--- src/rtl/multicycle_ctrl_pkg.sv ---
// Shared control definitions for the multi-cycle MIPS core: opcodes, state codes and
// datapath select encodings used by the controller, decoder and datapath muxes.
package multicycle_ctrl_pkg;

  typedef enum logic [2:0] {
    FETCH  = 3'd0,
    DECODE = 3'd1,
    EXE    = 3'd2,
    MEM    = 3'd3,
    WB     = 3'd4
  } stateT;

  typedef enum logic [2:0] {
    CLS_NOP,
    CLS_ALU,
    CLS_LOAD,
    CLS_STORE,
    CLS_BEQ,
    CLS_JR,
    CLS_JAL
  } instrClassT;

  localparam logic [5:0] OP_RTYPE = 6'b000000;
  localparam logic [5:0] OP_ORI   = 6'b001101;
  localparam logic [5:0] OP_LUI   = 6'b001111;
  localparam logic [5:0] OP_LW    = 6'b100011;
  localparam logic [5:0] OP_LH    = 6'b100001;
  localparam logic [5:0] OP_LB    = 6'b100000;
  localparam logic [5:0] OP_SW    = 6'b101011;
  localparam logic [5:0] OP_SH    = 6'b101001;
  localparam logic [5:0] OP_SB    = 6'b101000;
  localparam logic [5:0] OP_BEQ   = 6'b000100;
  localparam logic [5:0] OP_JAL   = 6'b000011;

  localparam logic [5:0] FN_ADD = 6'b100000;
  localparam logic [5:0] FN_SUB = 6'b100010;
  localparam logic [5:0] FN_JR  = 6'b001000;

  localparam logic [2:0] NPC_SEQ    = 3'd0;
  localparam logic [2:0] NPC_BRANCH = 3'd1;
  localparam logic [2:0] NPC_JAL    = 3'd2;
  localparam logic [2:0] NPC_JR     = 3'd3;

  localparam logic [2:0] REGDST_RT = 3'd0;
  localparam logic [2:0] REGDST_RD = 3'd1;
  localparam logic [2:0] REGDST_RA = 3'd2;

  localparam logic [2:0] RWSEL_ALU = 3'd0;
  localparam logic [2:0] RWSEL_MEM = 3'd1;
  localparam logic [2:0] RWSEL_PC4 = 3'd2;

  localparam logic [2:0] ALU_ADD = 3'd0;
  localparam logic [2:0] ALU_SUB = 3'd1;
  localparam logic [2:0] ALU_OR  = 3'd2;

  localparam logic [2:0] EXT_ZERO = 3'd0;
  localparam logic [2:0] EXT_SIGN = 3'd1;
  localparam logic [2:0] EXT_LUI  = 3'd2;

  localparam logic [2:0] MEM_NONE = 3'd0;
  localparam logic [2:0] MEM_WORD = 3'd1;
  localparam logic [2:0] MEM_HALF = 3'd2;
  localparam logic [2:0] MEM_BYTE = 3'd3;

  localparam logic [2:0] DEXT_WORD = 3'd0;
  localparam logic [2:0] DEXT_BYTE = 3'd2;
  localparam logic [2:0] DEXT_HALF = 3'd4;

  typedef struct packed {
    instrClassT cls;
    logic [2:0] regDst;
    logic [2:0] regWriteSel;
    logic       aluSrc;
    logic [2:0] aluControl;
    logic [2:0] extOp;
    logic [2:0] memWidth;
    logic [2:0] dataExtOp;
  } decodeT;

endpackage

--- src/rtl/multicycle_ctrl_if.sv ---
// Controller <-> datapath bundle: IR fields and Zero flow in, strobes and selects flow out.
interface multicycle_ctrl_if #(parameter int RET_W = 32);
  logic [5:0]       Op;
  logic [5:0]       Func;
  logic             Zero;
  logic             IRWrite;
  logic             PCWrite;
  logic [2:0]       nPCSel;
  logic             RegWrite;
  logic [2:0]       RegDst;
  logic [2:0]       RegWriteSel;
  logic             ALUSrc;
  logic [2:0]       ALUControl;
  logic [2:0]       ExtOp;
  logic [2:0]       MemWrite;
  logic [2:0]       DataExtOp;
  logic [2:0]       State;
  logic [RET_W-1:0] Retired;

  modport master (
    input  Op, Func, Zero,
    output IRWrite, PCWrite, nPCSel, RegWrite, RegDst, RegWriteSel, ALUSrc,
           ALUControl, ExtOp, MemWrite, DataExtOp, State, Retired
  );

  modport slave (
    output Op, Func, Zero,
    input  IRWrite, PCWrite, nPCSel, RegWrite, RegDst, RegWriteSel, ALUSrc,
           ALUControl, ExtOp, MemWrite, DataExtOp, State, Retired
  );
endinterface

--- src/rtl/multicycle_ctrl_decode.sv ---
// Combinational instruction decode: Op/Func -> instruction class and datapath select fields.
module multicycle_ctrl_decode
  import multicycle_ctrl_pkg::*;
(
  input  logic [5:0] op,
  input  logic [5:0] func,
  output decodeT     dec
);

  // NOTE: every field gets a default before the case so no path leaves a latch behind.
  always_comb begin
    dec     = '0;
    dec.cls = CLS_NOP;
    case (op)
      OP_RTYPE: begin
        case (func)
          FN_ADD:  begin dec.cls = CLS_ALU; dec.regDst = REGDST_RD; dec.aluControl = ALU_ADD; end
          FN_SUB:  begin dec.cls = CLS_ALU; dec.regDst = REGDST_RD; dec.aluControl = ALU_SUB; end
          FN_JR:   dec.cls = CLS_JR;
          default: ;
        endcase
      end
      OP_ORI: begin
        dec.cls = CLS_ALU; dec.extOp = EXT_ZERO; dec.aluSrc = 1'b1; dec.aluControl = ALU_OR;
      end
      OP_LUI: begin
        dec.cls = CLS_ALU; dec.extOp = EXT_LUI; dec.aluSrc = 1'b1; dec.aluControl = ALU_ADD;
      end
      OP_LW, OP_LH, OP_LB: begin
        dec.cls         = CLS_LOAD;
        dec.extOp       = EXT_SIGN;
        dec.aluSrc      = 1'b1;
        dec.regWriteSel = RWSEL_MEM;
        dec.dataExtOp   = (op == OP_LW) ? DEXT_WORD : (op == OP_LH) ? DEXT_HALF : DEXT_BYTE;
      end
      OP_SW, OP_SH, OP_SB: begin
        dec.cls      = CLS_STORE;
        dec.extOp    = EXT_SIGN;
        dec.aluSrc   = 1'b1;
        dec.memWidth = (op == OP_SW) ? MEM_WORD : (op == OP_SH) ? MEM_HALF : MEM_BYTE;
      end
      OP_BEQ: begin
        dec.cls = CLS_BEQ; dec.aluControl = ALU_SUB;
      end
      OP_JAL: begin
        dec.cls = CLS_JAL; dec.regDst = REGDST_RA; dec.regWriteSel = RWSEL_PC4;
      end
      default: ;
    endcase
  end

endmodule

--- src/rtl/multicycle_ctrl.sv ---
// Main sequencer of the multi-cycle MIPS core: walks FETCH..WB per instruction class,
// issues Moore write strobes, and counts retired instructions.
module multicycle_ctrl
  import multicycle_ctrl_pkg::*;
#(
  parameter int RET_W = 32
) (
  input logic                  clk,
  input logic                  reset,
  multicycle_ctrl_if.master    bus
);

  stateT            state;
  stateT            stateNext;
  decodeT           dec;
  logic [RET_W-1:0] retired;
  logic             irWrite;
  logic             retire;
  logic             regWrite;
  logic [2:0]       memWrite;
  logic [2:0]       npcSel;

  multicycle_ctrl_decode u_decode (
    .op   (bus.Op),
    .func (bus.Func),
    .dec  (dec)
  );

  always_comb begin
    stateNext = FETCH;
    irWrite   = 1'b0;
    retire    = 1'b0;
    regWrite  = 1'b0;
    memWrite  = MEM_NONE;
    npcSel    = NPC_SEQ;
    case (state)
      FETCH: begin
        irWrite   = 1'b1;
        stateNext = DECODE;
      end
      DECODE: begin
        case (dec.cls)
          CLS_NOP: retire = 1'b1;
          CLS_JAL: stateNext = WB;
          default: stateNext = EXE;
        endcase
      end
      EXE: begin
        case (dec.cls)
          CLS_ALU:              stateNext = WB;
          CLS_LOAD, CLS_STORE:  stateNext = MEM;
          CLS_BEQ: begin retire = 1'b1; npcSel = bus.Zero ? NPC_BRANCH : NPC_SEQ; end
          CLS_JR:  begin retire = 1'b1; npcSel = NPC_JR; end
          // Inputs changed under us; close out rather than stall.
          default: retire = 1'b1;
        endcase
      end
      MEM: begin
        if (dec.cls == CLS_LOAD) begin
          stateNext = WB;
        end else begin
          retire = 1'b1;
          if (dec.cls == CLS_STORE) memWrite = dec.memWidth;
        end
      end
      WB: begin
        retire   = 1'b1;
        regWrite = dec.cls inside {CLS_ALU, CLS_LOAD, CLS_JAL};
        if (dec.cls == CLS_JAL) npcSel = NPC_JAL;
      end
      default: ;
    endcase
  end

  // NOTE: sequential state uses non-blocking assignments so all registers update together.
  always_ff @(posedge clk) begin
    if (!reset) begin
      state   <= FETCH;
      retired <= '0;
    end else begin
      state <= stateNext;
      if (retire) retired <= retired + RET_W'(1);
    end
  end

  // Strobes are qualified by reset so an abandoned instruction leaves no side effects.
  assign bus.IRWrite  = reset & irWrite;
  assign bus.PCWrite  = reset & retire;
  assign bus.RegWrite = reset & regWrite;
  assign bus.MemWrite = reset ? memWrite : MEM_NONE;
  assign bus.nPCSel   = reset ? npcSel : NPC_SEQ;

  assign bus.RegDst      = (state == FETCH) ? '0 : dec.regDst;
  assign bus.RegWriteSel = (state == FETCH) ? '0 : dec.regWriteSel;
  assign bus.ALUSrc      = (state == FETCH) ? 1'b0 : dec.aluSrc;
  assign bus.ALUControl  = (state == FETCH) ? '0 : dec.aluControl;
  assign bus.ExtOp       = (state == FETCH) ? '0 : dec.extOp;
  assign bus.DataExtOp   = (state == FETCH) ? '0 : dec.dataExtOp;

  assign bus.State   = state;
  assign bus.Retired = retired;

endmodule

--- src/flat_wrapper.sv ---
// flat-port wrapper written by rule: the top's interface ports become plain ports
module multicycle_ctrl_flat import multicycle_ctrl_pkg::*;
#(
  parameter int RET_W = 32
)
  (clk, reset, bus_Op, bus_Func, bus_Zero, bus_IRWrite, bus_PCWrite, bus_nPCSel, bus_RegWrite, bus_RegDst, bus_RegWriteSel, bus_ALUSrc, bus_ALUControl, bus_ExtOp, bus_MemWrite, bus_DataExtOp, bus_State, bus_Retired);
  multicycle_ctrl_if #(.RET_W(RET_W)) bus_i ();
  input logic clk;
  input logic reset;
  input wire logic [$bits(bus_i.Op)-1:0] bus_Op;
  input wire logic [$bits(bus_i.Func)-1:0] bus_Func;
  input wire logic [$bits(bus_i.Zero)-1:0] bus_Zero;
  output wire logic [$bits(bus_i.IRWrite)-1:0] bus_IRWrite;
  output wire logic [$bits(bus_i.PCWrite)-1:0] bus_PCWrite;
  output wire logic [$bits(bus_i.nPCSel)-1:0] bus_nPCSel;
  output wire logic [$bits(bus_i.RegWrite)-1:0] bus_RegWrite;
  output wire logic [$bits(bus_i.RegDst)-1:0] bus_RegDst;
  output wire logic [$bits(bus_i.RegWriteSel)-1:0] bus_RegWriteSel;
  output wire logic [$bits(bus_i.ALUSrc)-1:0] bus_ALUSrc;
  output wire logic [$bits(bus_i.ALUControl)-1:0] bus_ALUControl;
  output wire logic [$bits(bus_i.ExtOp)-1:0] bus_ExtOp;
  output wire logic [$bits(bus_i.MemWrite)-1:0] bus_MemWrite;
  output wire logic [$bits(bus_i.DataExtOp)-1:0] bus_DataExtOp;
  output wire logic [$bits(bus_i.State)-1:0] bus_State;
  output wire logic [$bits(bus_i.Retired)-1:0] bus_Retired;
  assign bus_i.Op = bus_Op;
  assign bus_i.Func = bus_Func;
  assign bus_i.Zero = bus_Zero;
  assign bus_IRWrite = bus_i.IRWrite;
  assign bus_PCWrite = bus_i.PCWrite;
  assign bus_nPCSel = bus_i.nPCSel;
  assign bus_RegWrite = bus_i.RegWrite;
  assign bus_RegDst = bus_i.RegDst;
  assign bus_RegWriteSel = bus_i.RegWriteSel;
  assign bus_ALUSrc = bus_i.ALUSrc;
  assign bus_ALUControl = bus_i.ALUControl;
  assign bus_ExtOp = bus_i.ExtOp;
  assign bus_MemWrite = bus_i.MemWrite;
  assign bus_DataExtOp = bus_i.DataExtOp;
  assign bus_State = bus_i.State;
  assign bus_Retired = bus_i.Retired;
  multicycle_ctrl #(.RET_W(RET_W)) u_core (.clk(clk), .reset(reset), .bus(bus_i));
endmodule
--- config.mk ---
export PLATFORM = sky130hd
export DESIGN_NAME = multicycle_ctrl_flat
export DESIGN_NICKNAME = d
export VERILOG_FILES = /design/src/rtl/multicycle_ctrl_pkg.sv /design/src/rtl/multicycle_ctrl_if.sv /design/src/rtl/multicycle_ctrl_decode.sv /design/src/rtl/multicycle_ctrl.sv /design/src/flat_wrapper.sv
export SDC_FILE = /design/constraint.sdc
export NUM_CORES = 1
export LEC_CHECK = 0
export BUFFER_PORTS_ARGS = -buffer_cell sky130_fd_sc_hd__buf_2
export CAP_MARGIN = 20
export CORE_MARGIN = 1
export CORE_UTILIZATION = 46
export CTS_CLUSTER_DIAMETER = 80
export CTS_CLUSTER_SIZE = 28
export DETAILED_ROUTE_END_ITERATION = 6
export GPL_TIMING_DRIVEN = 0
export HOLD_SLACK_MARGIN = 0.12
export PLACE_DENSITY = 0.84
export SLEW_MARGIN = 15
export SYNTH_ARGS = -nofsm -noshare
export SYNTH_HDL_FRONTEND = slang
export SYNTH_SLANG_ARGS = --single-unit
--- constraint.sdc ---
create_clock -name clk -period 2.7 [get_ports clk]
set_clock_uncertainty 0.15 [all_clocks]
set_input_delay 0.54 -clock clk [delete_from_list [all_inputs] [get_ports clk]]
set_output_delay 0.54 -clock clk [all_outputs]
set_load 0.02 [all_outputs]
After elaboration in Yosys (flattened, before gate mapping):

Cells that the tools add are included.

* add/subtract/negate cells: 1
* $mul: 0
* divide/modulo/power cells: 0
* order comparisons: 0
* eq/ne operators: 23
* shift operators: 0
* multiplexer cells: 40
* bitwise logic cells: 3
* reduce and logical (&&, ||, !) cells: 12

Operators with widths (number)
* 6-bit equality test, second input constant: 8
* 3-bit one-hot mux with 2 select lines: 6
* 3-bit 2-to-1 mux: 11
* 32-bit by 1-bit adder with 32-bit output, second input constant: 1
* 6-bit by 4-bit equality test with 1-bit output, second input constant: 3
* 3-bit one-hot mux with 6 select lines: 1
* 3-bit by 2-bit equality test with 1-bit output, second input constant: 4
* 3-bit equality test, second input constant: 4
* 2-bit 2-to-1 mux: 6
* 3-bit one-hot mux with 4 select lines: 1
* 1-bit 2-to-1 mux: 11
* 3-bit one-hot mux with 3 select lines: 1
* 3-bit OR reduction: 3
* 2-bit one-hot mux with 2 select lines: 2
* 8-bit OR reduction: 1
* 3-bit by 1-bit equality test with 1-bit output, second input constant: 2
* 6-bit by 2-bit equality test with 1-bit output, second input constant: 1
* 6-bit by 3-bit equality test with 1-bit output, second input constant: 1
* 3-bit logical NOT: 2
* 6-bit logical NOT: 1
* 2-bit OR reduction: 3
* 6-bit OR reduction: 1
* 1-bit one-hot mux with 4 select lines: 1
* 1-bit bitwise AND: 3
* 3-bit nonzero test: 1

* flip-flop bits (word level): 35
* latch bits: 0
* memory bits (writable): 0
* memory bits (read-only): 0
* input bits: 15
* word-level logic and storage cells: 81
* memories: 0

Depth between registers and ports, before layout:

* word-level depth: 9
* depth in mapped cells: 9

Hierarchy:

A second synthesis with hierarchy kept.

* cells, all modules: 308
* area, all modules: 2379.8 um^2

By module, submodules not included
* multicycle_ctrl: instances 1, cells each 261, area each 2074.5 um^2
* multicycle_ctrl_decode: instances 1, cells each 47, area each 305.3 um^2

Worst setup path after synthesis:

No wires, ideal clock.

* kind: input port to output port
* start point: in bus_Op[1]
* end point: out bus_nPCSel[0]
* data arrival time: 2.122 ns
* data required time: 2.010 ns
* setup slack: -0.112 ns
* cell stages on the path: 6
* path buffers: 1
* cell sequence: clkbuf_2 nor4_4 o2111a_1 or2_2 nor2_1 nor4_1

* longest elaborated chain between the ends: 7
* elaborated cells between the ends (all ways): 20
* those cells by class: 12 x eq/ne; 4 x mux; 4 x reduce/logical

RTL lines
* start: declaration: RTL line flat_wrapper.sv:10 `input wire logic [$bits(bus_i.Op)-1:0] bus_Op;`
* 6-bit equality test / 6-bit by 4-bit equality test with 1-bit output (equally long branches): RTL line multicycle_ctrl_decode.sv:14 `case (op)`
* 3-bit OR reduction / 2-bit OR reduction (equally long branches)
* 3-bit one-hot mux with 6 select lines (*): RTL line multicycle_ctrl_decode.sv:14
* 3-bit equality test: RTL line multicycle_ctrl.sv:49 `case (dec.cls)`
* 3-bit one-hot mux with 2 select lines (*): RTL line multicycle_ctrl.sv:49
* 3-bit one-hot mux with 2 select lines (*): RTL line multicycle_ctrl.sv:36 `case (state)`
* 3-bit 2-to-1 mux (*): RTL line multicycle_ctrl.sv:91 `assign bus.nPCSel = reset ? npcSel : NPC_SEQ;`
* end: declaration: RTL line flat_wrapper.sv:15 `output wire logic [$bits(bus_i.nPCSel)-1:0] bus_nPCSel;`

Every way passes the cells marked *; elsewhere a longest branch is shown, timed or not.

Worst setup path in the final report:

* start point: in bus_Op[2]
* end point: out bus_RegWrite

* longest elaborated chain between the ends: 7
* elaborated cells between the ends (all ways): 21
* those cells by class: 13 x eq/ne; 2 x mux; 1 x bitwise; 5 x reduce/logical

RTL lines
* 6-bit equality test / 6-bit by 4-bit equality test with 1-bit output (equally long branches): RTL line multicycle_ctrl_decode.sv:14
* 3-bit OR reduction / 2-bit OR reduction (equally long branches)
* 3-bit one-hot mux with 6 select lines (*): RTL line multicycle_ctrl_decode.sv:14
* 3-bit by 1-bit equality test with 1-bit output, or another cell as far along: RTL line multicycle_ctrl.sv:68 `regWrite = dec.cls inside {CLS_ALU, CLS_LOAD, CLS_JAL};`
* 3-bit nonzero test (*): RTL line multicycle_ctrl.sv:68
* 1-bit 2-to-1 mux (*): RTL line multicycle_ctrl.sv:36
* 1-bit bitwise AND (*): RTL line multicycle_ctrl.sv:89 `assign bus.RegWrite = reset & regWrite;`
* end: declaration: RTL line flat_wrapper.sv:16 `output wire logic [$bits(bus_i.RegWrite)-1:0] bus_RegWrite;`

Marked as above.

==> impl_metrics.ini <==
[placed_design]
dp_hpwl_mm = 4.32
dp_slack_ns = -0.459
place_congestion = 0.833
io_buffers = 65

[power_and_ir_drop]
p_clk_share_pct = 34.8
design_power_total_uw = 1110
p_seq_share_pct = 47.8
switchingPower_uw = 316
pwr-share-comb_pct = 17.4
powerDensity_nw_per_um2 = 376
swShare_pct = 28.5
internal_power_uw = 795
power.leakage_uw = 0.00115
ir_worst_vdd_mv = 0.170

[clocking]
numCtsBuffers = 5
htreeDepth = 2
cts_max_path_buffers = 2
hold_buffers = 0
cts_tree = built
clock_latency_ns = 0.29
clkTransAtPathRegs_ns = 0.07
cts.sink_count = 35
ctsRootBufferMaster = clkbuf_8

[yosys]
synth_cell_type_count = 57
syn_avg_cell_area_um2 = 8.03
synth-seq-cells = 35
synth_area_um2 = 2310
synth_edf_count = 0
seq_area_frac_synth_pct = 30.3
yosys_warnings = 0
synth_ff_type = dfxtp_1
synthArstFlopShare_pct = 0
synthCells = 288

[timing]
setup_tns_ns = 0
period_needed_ns = 2.68
post-route-period-util_pct = 99.4
setup_viol = 0
fmax_mhz = 372
relSlewSlack_pct = 58.8
slew_viol_final = 0
tightestPinTransition_ns = 0.614
fin_ws_ns = 0.0150
hold_viol = 0

[detailed_routing]
drt-initial-drc-count = 193
dr_wl_met3_um = 358
routed.top_layer = met4
drcViolationCount = 0
routed-via-count = 2529
firstDrtPassIters = 4
wl_mm = 6.24
wl_met2_mm = 3.10
antenna_left = 0
wl_met1_mm = 2.68
vias_per_cell = 5.80
routedWlPerCell_um = 14.3

[worst_setup_path]
arrival_ns = 1.99
crit_required_ns = 2.01
cp-end-kind = output port
worstPathMaxFanout = 9
critical_path_class = primary input to output port
start_kind = primary input

[die]
placementRows = 25
start_util_pct = 48.3
ioPinCount = 75
dieArea_um2 = 5310
dieHeight_um = 72.9
die_x_um = 72.9
coreArea_um2 = 4790

[global_routing]
antenna_found_initial = 0
grt-ovfl-total = 0
grt_max_degree = 11
grt_pass1_vias = 2236
grt_pass1_wl_mm = 9.73
grt_usage_pct = 23.2

[run_status]
status = complete, no violations

[layout]
nets = 385
layout-drive-gt1-share_pct = 32.0
n_fill_cell = 432
syn_to_final_growth_pct = 27.7
regArea_um2 = 701
antennaDiodeCount = 0
layout.cells.most_common = buf_2
multi_input_area_um2 = 1510
final_cell_mix = buf_2, dfxtp_1, a21oi_1, o31ai_1, or4_1

[min_path]
hold_class = flip-flop to flip-flop

[job]
max_cap_violations = 0
==> layer usage <==
layer | global-route usage [%] | up-vias
met5 | 0 | -
met4 | 11.3 | 0
met2 | 39.1 | 108
met1 | 28.3 | 1166
met3 | 4.56 | 9
li1 | - | 1246
==> final timing paths <==
check / depth (start not counted) / endpoint / start / slack (ns)
max: 7 / bus_RegWrite / bus_Op[2] / 0.02
min: 2 / u_core.bus.Retired[31] / u_core.bus.Retired[31] / 0.33
max reg2reg: 6 / u_core.bus.Retired[27] / u_core.bus.Retired[8] / 0.23
min reg2reg: 2 / u_core.bus.Retired[31] / u_core.bus.Retired[31] / 0.33
==> synthesized netlist by cell type, types with 2 or more instances <==
library cell  count  share of area (%)
buf_6             4                1.9
o21ai_1           2               0.43
nand3_1          13                2.8
nand4_1           9                2.4
and3b_1           2               0.76
clkbuf_2          2               0.43
or4_1            20                6.5
or4b_1            2               0.87
nor3_1           10                2.2
o21ai_0           7                1.5
or3_1             8                2.2
nor3b_1           5                1.6
nor4_4            2                1.8
clkbuf_1          8                1.3
nand2b_1          5                1.4
a21oi_1          30                6.5
buf_4             9                2.9
nor2_1           21                3.4
o31ai_1          21                6.8
nand2_1          19                3.1
inv_1            10                1.6
mux2i_1           2               0.87
nor2b_1           5                1.4
o41ai_1           2               0.76
dfxtp_1          35                 30
nor4_1            4                1.1
==> flip-flops by register name (all words and copies together) (netlist names) <==
register	cells
u_core.bus.State	3
u_core.bus.Retired	32
==> repair_timing <==
action / 4_1_cts / 5_1_grt
setup endpoints to repair: 4 / 14
gates resized for setup: 11 / 11
pin swaps: 3 / 8
setup buffers: 4 / 2
==> stage by stage <==
stage / hold slack, ns / utilization [%] / instances / area [µm²]
2_1_floorplan: 0.401 / - / 294 / 2360
3_3_place_gp: 0.313 / 57.8 / 426 / 2770
3_5_place_dp: 0.320 / 57.8 / 426 / 2770
4_1_cts: 0.330 / 60.8 / 436 / 2910
5_1_grt: 0.345 / 61.7 / 436 / 2950
6_report: 0.331 / 61.7 / 436 / 2950
==> critical path: stages <==
cell    delay [ns]
buf_6         0.12
or4b_4        0.56
buf_4         0.17
nor2_2        0.10
nor3_1        0.08
nor3_1        0.24
buf_4         0.19
==> layout make-up <==
type | instances | area share, %
clock buffers | 6 | 2.80
well taps | 67 | 2.84
plain buffers | 21 | 4.53
repair buffers | 71 | 13.5
clock inverters | 1 | 0.169
multi-input cells | 224 | 51.1
inverters | 11 | 1.40
flip-flops and latches | 35 | 23.7
==> power groups by stage <==
stage               logic (µW)  registers [µW]  clock network (µW)
floorplan                  124             545                   0
global placement           179             538                   0
detailed placement         183             539                   0
CTS                        194             527                 392
global route               209             532                 419
finish                     193             531                 387
==> cells by family after synthesis <==
logic type | count (synthesis) | synth area share, %
and+or+nand+nor | 141 | 38.4
AOI/OAI and AO/OA | 72 | 20.8
adders and majority gates | 1 | 0.541
xor gates and xnor gates | 1 | 0.379
DFF | 35 | 30.3
muxes | 2 | 0.866
buffers and inverters | 35 | 8.60
other | 1 | 0.162
Power figures use the tool's default switching activity.
